--- src/rtl/ks_i2s_tdm_tx.sv ---
// I2S / left-justified / TDM master transmitter for the Karplus-Strong output path.
// A frame FIFO feeds a shift register that is serialised on sck_o falling edges.
module ks_i2s_tdm_tx #(
  parameter int AUDIO_DW   = 8,
  parameter int SLOT_DW    = 16,
  parameter int NUM_CH     = 2,
  parameter int FIFO_DEPTH = 4,
  parameter int SCK_DIV    = 2
) (
  input  logic                          clk,
  input  logic                          rst_n,
  input  logic                          enable,
  input  logic                          mode,
  input  logic [NUM_CH*AUDIO_DW-1:0]    in_data,
  input  logic                          in_valid,
  output logic                          in_ready,
  output logic [$clog2(FIFO_DEPTH):0]   fifo_level,
  output logic                          underflow,
  input  logic                          underflow_clr,
  output logic                          sck_o,
  output logic                          ws_o,
  output logic                          sd_o
);

  localparam int FW  = NUM_CH * AUDIO_DW;
  localparam int LW  = $clog2(FIFO_DEPTH) + 1;
  localparam int PW  = $clog2(FIFO_DEPTH);
  localparam int BW  = $clog2(SLOT_DW + 1);
  localparam int SW  = (NUM_CH > 1) ? $clog2(NUM_CH) : 1;
  localparam int DVW = $clog2(SCK_DIV + 1);

  localparam logic [LW-1:0]  DEPTH_L    = LW'(FIFO_DEPTH);
  localparam logic [BW-1:0]  AUD_LIM    = BW'(AUDIO_DW);
  localparam logic [BW-1:0]  SLOT_LAST  = BW'(SLOT_DW - 1);
  localparam logic [SW-1:0]  CH_LAST    = SW'(NUM_CH - 1);
  localparam logic [DVW-1:0] DIV_LAST   = DVW'(SCK_DIV - 1);

  typedef enum logic {IDLE, RUN} state_t;
  state_t state_q, state_nxt;

  logic [FW-1:0]  mem [FIFO_DEPTH];
  logic [PW-1:0]  wr_ptr, rd_ptr;
  logic [LW-1:0]  level_q;
  logic [FW-1:0]  frame_sr, sr_nxt;
  logic [DVW-1:0] div_q;
  logic [BW-1:0]  bit_q, bit_nxt;
  logic [SW-1:0]  slot_q, slot_nxt;
  logic           mode_q, mode_nxt, stream_q, stream_nxt, sd_nxt, ws_nxt;
  logic           sck_tick, fall, last_pos, load, stop, pop, push, uflow_set;

  assign in_ready   = (level_q < DEPTH_L);
  assign fifo_level = level_q;
  assign push       = in_valid && in_ready;

  always_comb begin
    sck_tick  = (div_q == DIV_LAST);
    fall      = (state_q == RUN) && sck_tick && sck_o;
    last_pos  = (slot_q == CH_LAST) && (bit_q == SLOT_LAST);
    load      = enable && ((state_q == IDLE) || (fall && last_pos));
    stop      = fall && last_pos && !enable;
    pop       = load && (level_q != '0);
    uflow_set = load && (level_q == '0);

    bit_nxt  = bit_q;
    slot_nxt = slot_q;
    if (load) begin
      bit_nxt  = '0;
      slot_nxt = '0;
    end else if (bit_q == SLOT_LAST) begin
      bit_nxt  = '0;
      slot_nxt = slot_q + SW'(1);
    end else begin
      bit_nxt  = bit_q + BW'(1);
    end

    // Only data bits consume the shift register; slot padding leaves it parked.
    if (load)
      sr_nxt = pop ? mem[rd_ptr] : '0;
    else if (bit_q < AUD_LIM)
      sr_nxt = {frame_sr[FW-2:0], 1'b0};
    else
      sr_nxt = frame_sr;

    stream_nxt = (bit_nxt < AUD_LIM) && sr_nxt[FW-1];
    mode_nxt   = load ? mode : mode_q;
    // I2S emits the previous stream bit; a fresh start from IDLE has none.
    sd_nxt     = mode_nxt ? stream_nxt : ((state_q == RUN) && stream_q);

    if (NUM_CH == 2)
      ws_nxt = (slot_nxt == SW'(1));
    else
      ws_nxt = (slot_nxt == '0) && (bit_nxt == '0);
  end

  always_comb begin
    state_nxt = state_q;
    case (state_q)
      IDLE:    if (enable) state_nxt = RUN;
      RUN:     if (stop)   state_nxt = IDLE;
      default: state_nxt = IDLE;
    endcase
  end

  always_ff @(posedge clk or negedge rst_n) begin
    if (!rst_n) state_q <= IDLE;
    else        state_q <= state_nxt;
  end

  always_ff @(posedge clk) begin
    if (push) mem[wr_ptr] <= in_data;
    if (load || fall) frame_sr <= sr_nxt;
  end

  always_ff @(posedge clk or negedge rst_n) begin
    if (!rst_n) begin
      wr_ptr  <= '0;
      rd_ptr  <= '0;
      level_q <= '0;
    end else begin
      if (push) wr_ptr <= wr_ptr + PW'(1);
      if (pop)  rd_ptr <= rd_ptr + PW'(1);
      if (push && !pop)      level_q <= level_q + LW'(1);
      else if (pop && !push) level_q <= level_q - LW'(1);
    end
  end

  always_ff @(posedge clk or negedge rst_n) begin
    if (!rst_n)         underflow <= 1'b0;
    else if (uflow_set) underflow <= 1'b1;
    else if (underflow_clr) underflow <= 1'b0;
  end

  always_ff @(posedge clk or negedge rst_n) begin
    if (!rst_n) begin
      div_q    <= '0;
      sck_o    <= 1'b0;
      ws_o     <= 1'b0;
      sd_o     <= 1'b0;
      bit_q    <= '0;
      slot_q   <= '0;
      mode_q   <= 1'b0;
      stream_q <= 1'b0;
    end else if (stop) begin
      div_q    <= '0;
      sck_o    <= 1'b0;
      ws_o     <= 1'b0;
      sd_o     <= 1'b0;
      stream_q <= 1'b0;
    end else begin
      if ((state_q == RUN) && !sck_tick) div_q <= div_q + DVW'(1);
      else                               div_q <= '0;
      if ((state_q == RUN) && sck_tick)  sck_o <= ~sck_o;
      if (load || fall) begin
        bit_q    <= bit_nxt;
        slot_q   <= slot_nxt;
        mode_q   <= mode_nxt;
        stream_q <= stream_nxt;
        sd_o     <= sd_nxt;
        ws_o     <= ws_nxt;
      end
    end
  end

endmodule

--- config.mk ---
export PLATFORM = sky130hd
export DESIGN_NAME = ks_i2s_tdm_tx
export DESIGN_NICKNAME = d
export VERILOG_FILES = /design/src/rtl/ks_i2s_tdm_tx.sv
export SDC_FILE = /design/constraint.sdc
export NUM_CORES = 1
export LEC_CHECK = 0
export BUFFER_PORTS_ARGS = -buffer_cell sky130_fd_sc_hd__buf_4
export CAP_MARGIN = 40
export CORE_MARGIN = 4
export CORE_UTILIZATION = 30
export DETAILED_ROUTE_END_ITERATION = 6
export PLACE_DENSITY = 0.51
export SLEW_MARGIN = 30
export SYNTH_ARGS = -nofsm -noshare
export SYNTH_HDL_FRONTEND = slang
export SYNTH_SLANG_ARGS = --single-unit
--- constraint.sdc ---
create_clock -name clk -period 3.1 [get_ports clk]
set_clock_uncertainty 0.1 [all_clocks]
set_input_delay 0.155 -clock clk [delete_from_list [all_inputs] [get_ports clk]]
set_output_delay 0.155 -clock clk [all_outputs]
set_load 0.1 [all_outputs]
==> reports/summary.txt, run 1 <==
Chip height - 125 um
Post-DP Area - 4590 um^2
Initial Util - 0.310
Hold-fix buffers, CTS - 20
# diodes - 0
Fmax - 0.352 GHz
Crit path DAT - 2.97 ns
Setup crit end - fifo_level[1]
Comb pwr share - 0.289
Main flop type after synthesis - edfxtp_1
Drt total wl - 7560 um
Finished Cell Area - 5120 um^2
Post-CTS setup buffers - 0
Busiest grt layer - met2
1st-pass router iterations - 4
Worst-path cell chain - ha_1 -> nand3_1 -> nor2_1 -> ha_1 -> nand4_1 -> a21oi_2 -> inv_1 -> ha_1 -> inv_1 -> fa_1 -> mux2_2
Area growth syn-to-layout - 23.9%
RR Startpoint - bit_q[0]
Clock Power Share - 0.283
Non-filler cells, final - 476
Reg power frac - 0.429
CP Data Required Time - 3.22 ns
Leak pwr - 1.88 nW
Placement Rows - 42
Worst hold path class - in -> async
Final hold violations - 0
Detailed placement HPWL - 4680 um
PwrDens - 848 nW/um^2
M3 GR Usage - 0.0307
Worst-case reg-to-reg path depth - 11
Largest net degree at the start of global routing - 23
P_sw - 1.43 mW
Cells after Synth - 234
Post-Syn Area - 4140 um^2
Setup CP Type - reg -> reg
WL/cell - 15.9 um
Async S/R FF share, synth - 0.216
CP max stage cell - dfrtp_1
Global Route Usage Sum - 0.102
Final setup fails - 0
R2R setup slack - 0.26 ns
Mapped Avg Cell Area - 17.7 um^2
Worst r2r dst - fifo_level[1]
CP startpoint - bit_q[0]
Final min period - 2.84 ns
VDD IR max - 0.000474 V
Final WS setup - 0.256 ns
Max Cap Viol - 0
Setup WS pre-CTS - 0.293 ns
Met2 usage - 0.170
Final period util - 0.917
Post-DRT Antenna Nets - 0
Htree depth - 3
Skew-Pair Late Insertion Delay - 0.34 ns
Chip width - 125 um
Global-route wire length before repair - 12500 um
Root Driver - clkbuf_16
Residual DRC - 0
Cells after DPL - 440
GR Overflow Total - 0
Syn nets - 265
Register bit total from synthesis - 102
Sequential share of the synthesized area - 0.714
Vias after detailed routing - 2171
CTS buffer count - 9
GP Congestion - 0.774
Max clock buf depth - 2
Worst-margin pin slew - 0.527 ns
Share of cells above drive strength 1 - 0.233
Max Transition Viols Final - 0
Most frequent cells in the layout - edfxtp_1, buf_4, dfrtp_1
Most used cell along the critical path - ha_1
Vias in the first global route - 2262
Most common cell after layout, fill and taps aside - edfxtp_1
Internal - 2.91 mW
DR iter-0 viols - 136
Port bufs - 29
Initial antenna violation count - 0
Total negative slack - 0 ns
PostCTS Resize Cnt - 0
Final net count - 326
Core Region - 13300 um^2
Vias per std cell - 4.56
Status - completed
Critical Path Fanout Max - 6
CP peak stage delay - 0.43 ns
Switching Fraction - 0.330
Relative slew slack - 0.648
Number of synthesized flops with an enable pin - 80
DIE AREA - 15700 um^2
CTS clk-pin slew, worst paths - 0.07 ns
IO Pins - 30
Critical path endpoint category - flip-flop
RSZ-0062 raised after global routing - no
Met1 usage - 0.129
Startpoint Class - flip-flop
Yosys warning count - 0
CTS tree - yes
Cell variety after synth - 41
TritonCTS Sinks - 102
[power groups by stage]
stage	combinational (mW)	clock, mW	sequential [mW]
after detailed placement	1.26	0	1.90
after global placement	1.23	0	1.89
after CTS	1.28	1.26	1.87
after global routing	1.37	1.32	1.89
final	1.25	1.23	1.86
after floorplan	0.680	0	2.11
[final cells by class]
cell class / count / area [um^2]
Clock inverter: 7 / 105
Inverter: 9 / 33.8
Fill cell: 1238 / 8220
Timing Repair Buffer: 59 / 493
Sequential cell: 102 / 2950
Clock buffer: 9 / 225
Tap cell: 176 / 220
Multi-Input combinational cell: 114 / 1090
[kinds of logic after synthesis]
group / Yosys count / synth area share
multiplexers: 19 / 0.101
adder cells (fa/ha/maj): 9 / 0.0290
AND/OR/NAND/NOR: 42 / 0.0499
flip-flops: 102 / 0.714
buffers and inverters: 18 / 0.0212
AO/OA/AOI/OAI: 37 / 0.0696
XOR/XNOR: 7 / 0.0148
[cell usage after synthesis, types with 2 or more instances]
cell type,instances,share of area
xor2_1,2,0.0042
a21oi_1,2,0.0024
clkbuf_1,2,0.0018
nor2_1,9,0.0082
and2_1,6,0.0091
o21ai_0,6,0.0073
mux4_2,10,0.054
nand2_1,13,0.012
mux4_1,6,0.038
nand3_1,3,0.0036
a22o_1,17,0.036
edfxtp_1,80,0.58
dfrtp_1,22,0.13
ha_1,8,0.024
a21o_1,2,0.0036
inv_1,9,0.0082
buf_4,2,0.0036
xnor2_1,5,0.011
buf_2,4,0.0048
nor3_1,3,0.0036
o41ai_1,2,0.0042
nor2b_1,2,0.0030
[critical path, delay by kind of cell, from the launching register on]
family                   cells  cell delay [ns]
adder cells (fa/ha/maj)      4             1.10
AND/OR/NAND/NOR              3             0.51
flip-flops                   1             0.43
multiplexers                 1             0.27
AO/OA/AOI/OAI                1             0.19
buffers and inverters        2             0.13
[through the flow]
| stage | hold WS [ns] | total power, mW | util |
|---|---|---|---|
| after floorplan | -0.241 | 2.79 | - |
| after global placement | -0.0283 | 3.12 | 0.344 |
| after detailed placement | -0.0270 | 3.16 | 0.344 |
| after CTS | 0.141 | 4.41 | 0.384 |
| after global routing | 0.174 | 4.58 | 0.384 |
| final | 0.144 | 4.35 | 0.384 |
[state kept, by name, summed over array words and instances (netlist names)]
register,cells
mode_q,1
stream_q,1
slot_q,1
bit_q,5
wr_ptr,2
sd_o,1
sck_o,1
underflow,1
rd_ptr,2
fifo_level,3
frame_sr,16
div_q,2
mem,64
ws_o,1
state_q,1
[worst min path at each step]
| stage | startpoint | end | slack [ns] |
|---|---|---|---|
| 4_1_cts | rst_n | rd_ptr[1] | 0.14 |
| 6_report | rst_n | bit_q[3] | 0.14 |
| 5_1_grt | rst_n | bit_q[3] | 0.17 |
| 3_3_place_gp | rst_n | sd_o | -0.03 |
| 3_5_place_dp | rst_n | sck_o | -0.03 |
| 2_1_floorplan | rst_n | bit_q[0] | -0.24 |
[routing by layer]
metal  share of wire  up-vias
li1                -     1036
met1            0.45     1083
met2            0.50       46
met3           0.043        6
met4           0.013        0
met5               0        -
(Power assumes the default switching activity.)
==> run 2: changes to the inputs <==
--- a/config.mk
+++ b/config.mk
@@ -8,9 +8,9 @@
 export BUFFER_PORTS_ARGS = -buffer_cell sky130_fd_sc_hd__buf_4
 export CAP_MARGIN = 40
 export CORE_MARGIN = 4
-export CORE_UTILIZATION = 30
+export CORE_UTILIZATION = 53
 export DETAILED_ROUTE_END_ITERATION = 6
-export PLACE_DENSITY = 0.51
+export PLACE_DENSITY = 0.78
 export SLEW_MARGIN = 30
 export SYNTH_ARGS = -nofsm -noshare
 export SYNTH_HDL_FRONTEND = slang
==> reports/summary.txt, run 2 (synthesized netlist as in run 1, its figures left out) <==
Status - completed
WP buf/inv - 2 (unchanged)
Port bufs - 29 (unchanged)
Worst hold path class - in -> async
Initial antenna violation count - 0 (unchanged)
1st-pass router iterations - 4 (unchanged)
Worst-case reg-to-reg path depth - 11 (unchanged)
Share of cells above drive strength 1 - 0.237 (+0.00333)
Leak pwr - 1.81 nW (-3.4%)
RR Startpoint - bit_q[1]
Final min period - 2.83 ns (-0.0187 ns)
Worst-path cell chain - ha_1 -> nand3_1 -> nor2_1 -> ha_1 -> nand4_1 -> a21oi_2 -> inv_1 -> ha_1 -> inv_1 -> fa_1 -> mux2_2
PnR Total Power - 3.90 mW (-10%)
Final Hold Slack - 0.103 ns (-0.0413 ns)
Core Region - 7410 um^2 (-44%)
Placement Rows - 31 (-26%)
Hold-fix buffers, CTS - 20 (unchanged)
CP max stage cell - dfrtp_1
CTS buffer count - 9 (unchanged)
R2R setup slack - 0.27 ns (+0.02 ns)
Residual DRC - 0 (unchanged)
Final hold violations - 0 (unchanged)
# diodes - 0 (unchanged)
Root Driver - clkbuf_8
Total negative slack - 0 ns (unchanged)
VDD IR max - 0.000384 V (-19%)
Chip height - 96.3 um (-23%)
Most frequent cells in the layout - edfxtp_1, buf_4, dfrtp_1
PwrDens - 797 nW/um^2 (-6.0%)
Largest net degree at the start of global routing - 23 (unchanged)
Family with the most delay on the worst path - adder cells
Internal - 2.50 mW (-14%)
Relative slew slack - 0.671 (+0.0236)
Switching Fraction - 0.357 (+0.0276)
Fmax - 0.354 GHz (+0.66%)
Comb pwr share - 0.316 (+0.027)
Htree depth - 3 (unchanged)
Vias in the first global route - 2233 (-1.3%)
PostCTS Resize Cnt - 0 (unchanged)
GP Congestion - 0.806 (+4.3%)
CP startpoint - bit_q[1]
CP Data Required Time - 3.26 ns (+0.04 ns)
Clock Power Share - 0.203 (-0.080)
CP peak stage delay - 0.44 ns (about the same)
P_sw - 1.39 mW (-2.9%)
Global-route wire length before repair - 11600 um (-7.0%)
Final net count - 326 (unchanged)
GR Overflow Total - 0 (unchanged)
DIE AREA - 9280 um^2 (-41%)
Vias per std cell - 5.54 (+21%)
Max Transition Viols Final - 0 (unchanged)
Worst r2r dst - fifo_level[1]
Startpoint Class - flip-flop
Detailed placement HPWL - 4480 um (-4.3%)
Max Cap Viol - 0 (unchanged)
Critical Path Fanout Max - 5 (-1)
Number of flip-flops in the largest register - 64 (unchanged)
Critical path endpoint category - flip-flop
CTS clk-pin slew, worst paths - 0.10 ns (+0.03 ns)
RSZ-0062 raised after global routing - no
Initial Util - 0.558 (+0.248)
Global Route Usage Sum - 0.175 (+0.0723)
Biggest registers after layout - mem (64), frame_sr (16), bit_q (5)
Worst-margin pin slew - 0.486 ns (-0.0407 ns)
Drt total wl - 7100 um (-6.2%)
Most common cell after layout, fill and taps aside - edfxtp_1
IO Pins - 30 (unchanged)
Most used cell along the critical path - ha_1
Post-CTS setup buffers - 0 (unchanged)
Area growth syn-to-layout - 18.2%
Chip width - 96.3 um (-23%)
Vias after detailed routing - 2209 (+1.8%)
Fillcell total - 511 (-59%)
Reg with most FFs - mem
Skew-Pair Late Insertion Delay - 0.36 ns (+0.02 ns)
CTS tree - yes
Final period util - 0.911 (-0.00602)
Reg power frac - 0.481 (+0.052)
Post-DRT Antenna Nets - 0 (unchanged)
Max clock buf depth - 2 (unchanged)
Final setup fails - 0 (unchanged)
DR iter-0 viols - 85 (-38%)
TritonCTS Sinks - 102 (unchanged)
WL/cell - 17.8 um (+12%)
Setup CP Type - reg -> reg
Crit path DAT - 2.98 ns (about the same)
-- run 2: cell count changes in the layout (fill, tap and decap cells not counted) --
cell       previous run  this run
clkinv_2              0         1
clkbuf_16             9         0
bufinv_16             2         0
clkinv_1              1         0
inv_6                 0         2
clkbuf_8              0         9
-- run 2: through the flow --
step                       util  std cells  setup WS [ns]  cell area (um^2)
after floorplan               -        234         0.0743              4140
after global placement    0.606        362          0.403              4490
after detailed placement  0.606        362          0.283              4490
after CTS                 0.659        398          0.271              4880
after global routing      0.660        399         0.0737              4890
final                     0.660        399          0.275              4890
-- run 2: layout make-up --
| cell class | instances | area (um^2) | share of cell area |
|---|---|---|---|
| inverters | 9 | 33.8 | 0.00691 |
| clock inverters | 7 | 63.8 | 0.0131 |
| clock buffers | 9 | 124 | 0.0254 |
| repair buffers | 59 | 493 | 0.101 |
| multi-input cells | 114 | 1090 | 0.224 |
| well taps | 99 | 124 | 0.0254 |
| flip-flops and latches | 102 | 2950 | 0.604 |
-- run 2: how the worst max path moves through the flow --
stage	depth (start not counted)	slack, ns	end
floorplan	8	0.07	fifo_level[1]
global placement	11	0.40	fifo_level[1]
detailed placement	11	0.28	fifo_level[1]
CTS	11	0.27	fifo_level[1]
global route	11	0.07	fifo_level[1]
finish	11	0.27	fifo_level[1]
-- run 2: routing by layer --
layer,part of all wire,track usage,up-vias
met3,0.043,0.0383,14
met4,0.017,0.0701,0
met1,0.41,0.215,1111
met5,0,0,-
met2,0.53,0.300,50
li1,-,-,1034
-- run 2: power groups by stage --
| stage | combinational (mW) | sequential [mW] | clock [mW] |
|---|---|---|---|
| 2_1_floorplan | 0.680 | 2.11 | 0 |
| 3_3_place_gp | 1.18 | 1.89 | 0 |
| 5_1_grt | 1.33 | 1.90 | 0.870 |
| 3_5_place_dp | 1.21 | 1.90 | 0 |
| 4_1_cts | 1.24 | 1.87 | 0.813 |
| 6_report | 1.23 | 1.87 | 0.793 |
==> run 3: changes to the inputs <==
--- a/config.mk
+++ b/config.mk
@@ -7,6 +7,7 @@
 export LEC_CHECK = 0
 export BUFFER_PORTS_ARGS = -buffer_cell sky130_fd_sc_hd__buf_4
 export CAP_MARGIN = 40
+export CORE_ASPECT_RATIO = 1.75
 export CORE_MARGIN = 4
 export CORE_UTILIZATION = 53
 export DETAILED_ROUTE_END_ITERATION = 6
==> reports/summary.txt, run 3 (synthesized netlist as in run 1, its figures left out) <==
Biggest registers after layout - mem (64), frame_sr (16), bit_q (5)
Relative slew slack - 0.652 (-0.0196)
Non-filler cells, final - 388 (-2.8%)
Worst-case reg-to-reg path depth - 11 (unchanged)
Final period util - 0.894 (-0.0173)
Core Region - 7570 um^2 (+2.1%)
Vias after detailed routing - 2213 (+0.18%)
Number of flip-flops in the largest register - 64 (unchanged)
Residual DRC - 0 (unchanged)
Most common cell after layout, fill and taps aside - edfxtp_1
Leak pwr - 1.86 nW (+2.7%)
Final hold violations - 0 (unchanged)
Worst r2r dst - fifo_level[1]
Total negative slack - 0 ns (unchanged)
Initial Util - 0.546 (-0.0117)
DR iter-0 viols - 84 (-1.2%)
Max Cap Viol - 0 (unchanged)
Fmax - 0.361 GHz (+1.9%)
Chip width - 74.8 um (-22%)
# diodes - 0 (unchanged)
CTS tree - yes
Final core occ - 0.658 (-0.00128)
Root Driver - clkbuf_16
RSZ-0062 raised after global routing - no
Skew-Pair Late Insertion Delay - 0.33 ns (-0.03 ns)
Max clock buf depth - 2 (unchanged)
Initial antenna violation count - 0 (unchanged)
Reg with most FFs - mem
Final min period - 2.77 ns (-0.0537 ns)
Most frequent cells in the layout - edfxtp_1, buf_4, dfrtp_1
IO Pins - 30 (unchanged)
RR Startpoint - bit_q[0]
TritonCTS Sinks - 102 (unchanged)
Htree depth - 3 (unchanged)
GP Congestion - 0.796 (-1.4%)
1st-pass router iterations - 4 (unchanged)
Vias per std cell - 5.70 (+3.0%)
Global Route Usage Sum - 0.163 (-0.0118)
Largest net degree at the start of global routing - 23 (unchanged)
CTS buffer count - 9 (unchanged)
Area growth syn-to-layout - 20.5%
Detailed placement HPWL - 4630 um (+3.4%)
Chip height - 125 um (+30%)
Vias in the first global route - 2339 (+4.7%)
Final setup fails - 0 (unchanged)
WL/cell - 18.0 um (+1.2%)
Final Hold Slack - 0.150 ns (+0.0475 ns)
Max Transition Viols Final - 0 (unchanged)
PostCTS Resize Cnt - 0 (unchanged)
CTS clk-pin slew, worst paths - 0.07 ns (-0.03 ns)
Drt total wl - 6980 um (-1.6%)
Critical Path Fanout Max - 6 (+1)
R2R setup slack - 0.33 ns (+0.05 ns)
Cells after DPL - 349 (-3.6%)
Setup CP Type - reg -> reg
Global-route wire length before repair - 11300 um (-2.4%)
CP Data Required Time - 3.22 ns (-0.04 ns)
Worst hold path class - in -> async
Crit path DAT - 2.89 ns (-0.09 ns)
GR Overflow Total - 0 (unchanged)
VDD IR max - 0.000518 V (+35%)
Critical path endpoint category - flip-flop
Worst-margin pin slew - 0.522 ns (+0.0357 ns)
Final net count - 326 (unchanged)
Port bufs - 29 (unchanged)
Placement Rows - 42 (+35%)
Startpoint Class - flip-flop
Setup WS pre-CTS - 0.334 ns (+0.0512 ns)
Status - completed
PwrDens - 835 nW/um^2 (+4.7%)
Share of cells above drive strength 1 - 0.227 (-0.0100)
DIE AREA - 9340 um^2 (+0.60%)
Post-DRT Antenna Nets - 0 (unchanged)
Final WS setup - 0.328 ns (+0.0537 ns)
run 3: cell types whose count changed in the layout (fill, tap and decap cells not counted), sizes merged:
cell and change:
bufinv +1, clkbuf +1, clkinv +4, clkinvlp -1, inv -5
run 3: worst max-delay path by stage:
stage | startpoint | to
after floorplan | sck_o | fifo_level[1]
after detailed placement | bit_q[0] | fifo_level[1]
final | bit_q[0] | fifo_level[1]
after CTS | bit_q[0] | fifo_level[1]
after global routing | bit_q[0] | fifo_level[1]
after global placement | bit_q[0] | fifo_level[1]
run 3: per-layer routing:
metal,wire length [um],global-route usage,part of all wire
met1,2750,0.190,0.39
met2,3900,0.284,0.56
met3,196,0.0372,0.028
met4,132,0.0587,0.019
met5,0,0,0
run 3: through the flow:
| step | power [mW] | area, um^2 |
|---|---|---|
| global route | 4.37 | 4980 |
| finish | 4.16 | 4980 |
| floorplan | 2.79 | 4140 |
| global placement | 3.07 | 4450 |
| CTS | 4.18 | 4950 |
| detailed placement | 3.12 | 4470 |
run 3: worst max-delay path, cell delays in order (launching register included):
cell	delay, ns
dfrtp_1	0.42
ha_1	0.26
nand3_1	0.15
nor2_1	0.15
ha_1	0.21
nand4_1	0.17
a21oi_2	0.18
inv_1	0.06
ha_1	0.21
inv_1	0.07
fa_1	0.40
mux2_2	0.26
run 3: final cells by class:
type	instances	area (um^2)
inverter	9	33.8
sequential	102	2950
timing repair buffer	59	508
clock inverter	6	52.6
fill	541	2590
clock buffer	10	229
tap	88	110
multi-input combinational	114	1090
run 3: timing repair:
item,CTS,global route
setup buffers,0,0
setup endpoints to repair,0,0
hold buffers,20,0
endpoints found under the hold margin,89,0
run 3: power breakdown:
group / internal, mW / total [mW] / leakage [nW] / switching (mW)
Sequential: 1.74 / 1.88 / 1.00 / 0.135
Clock: 0.616 / 1.05 / 0.141 / 0.436
Combinational: 0.460 / 1.23 / 0.720 / 0.770
Total: 2.82 / 4.16 / 1.86 / 1.34
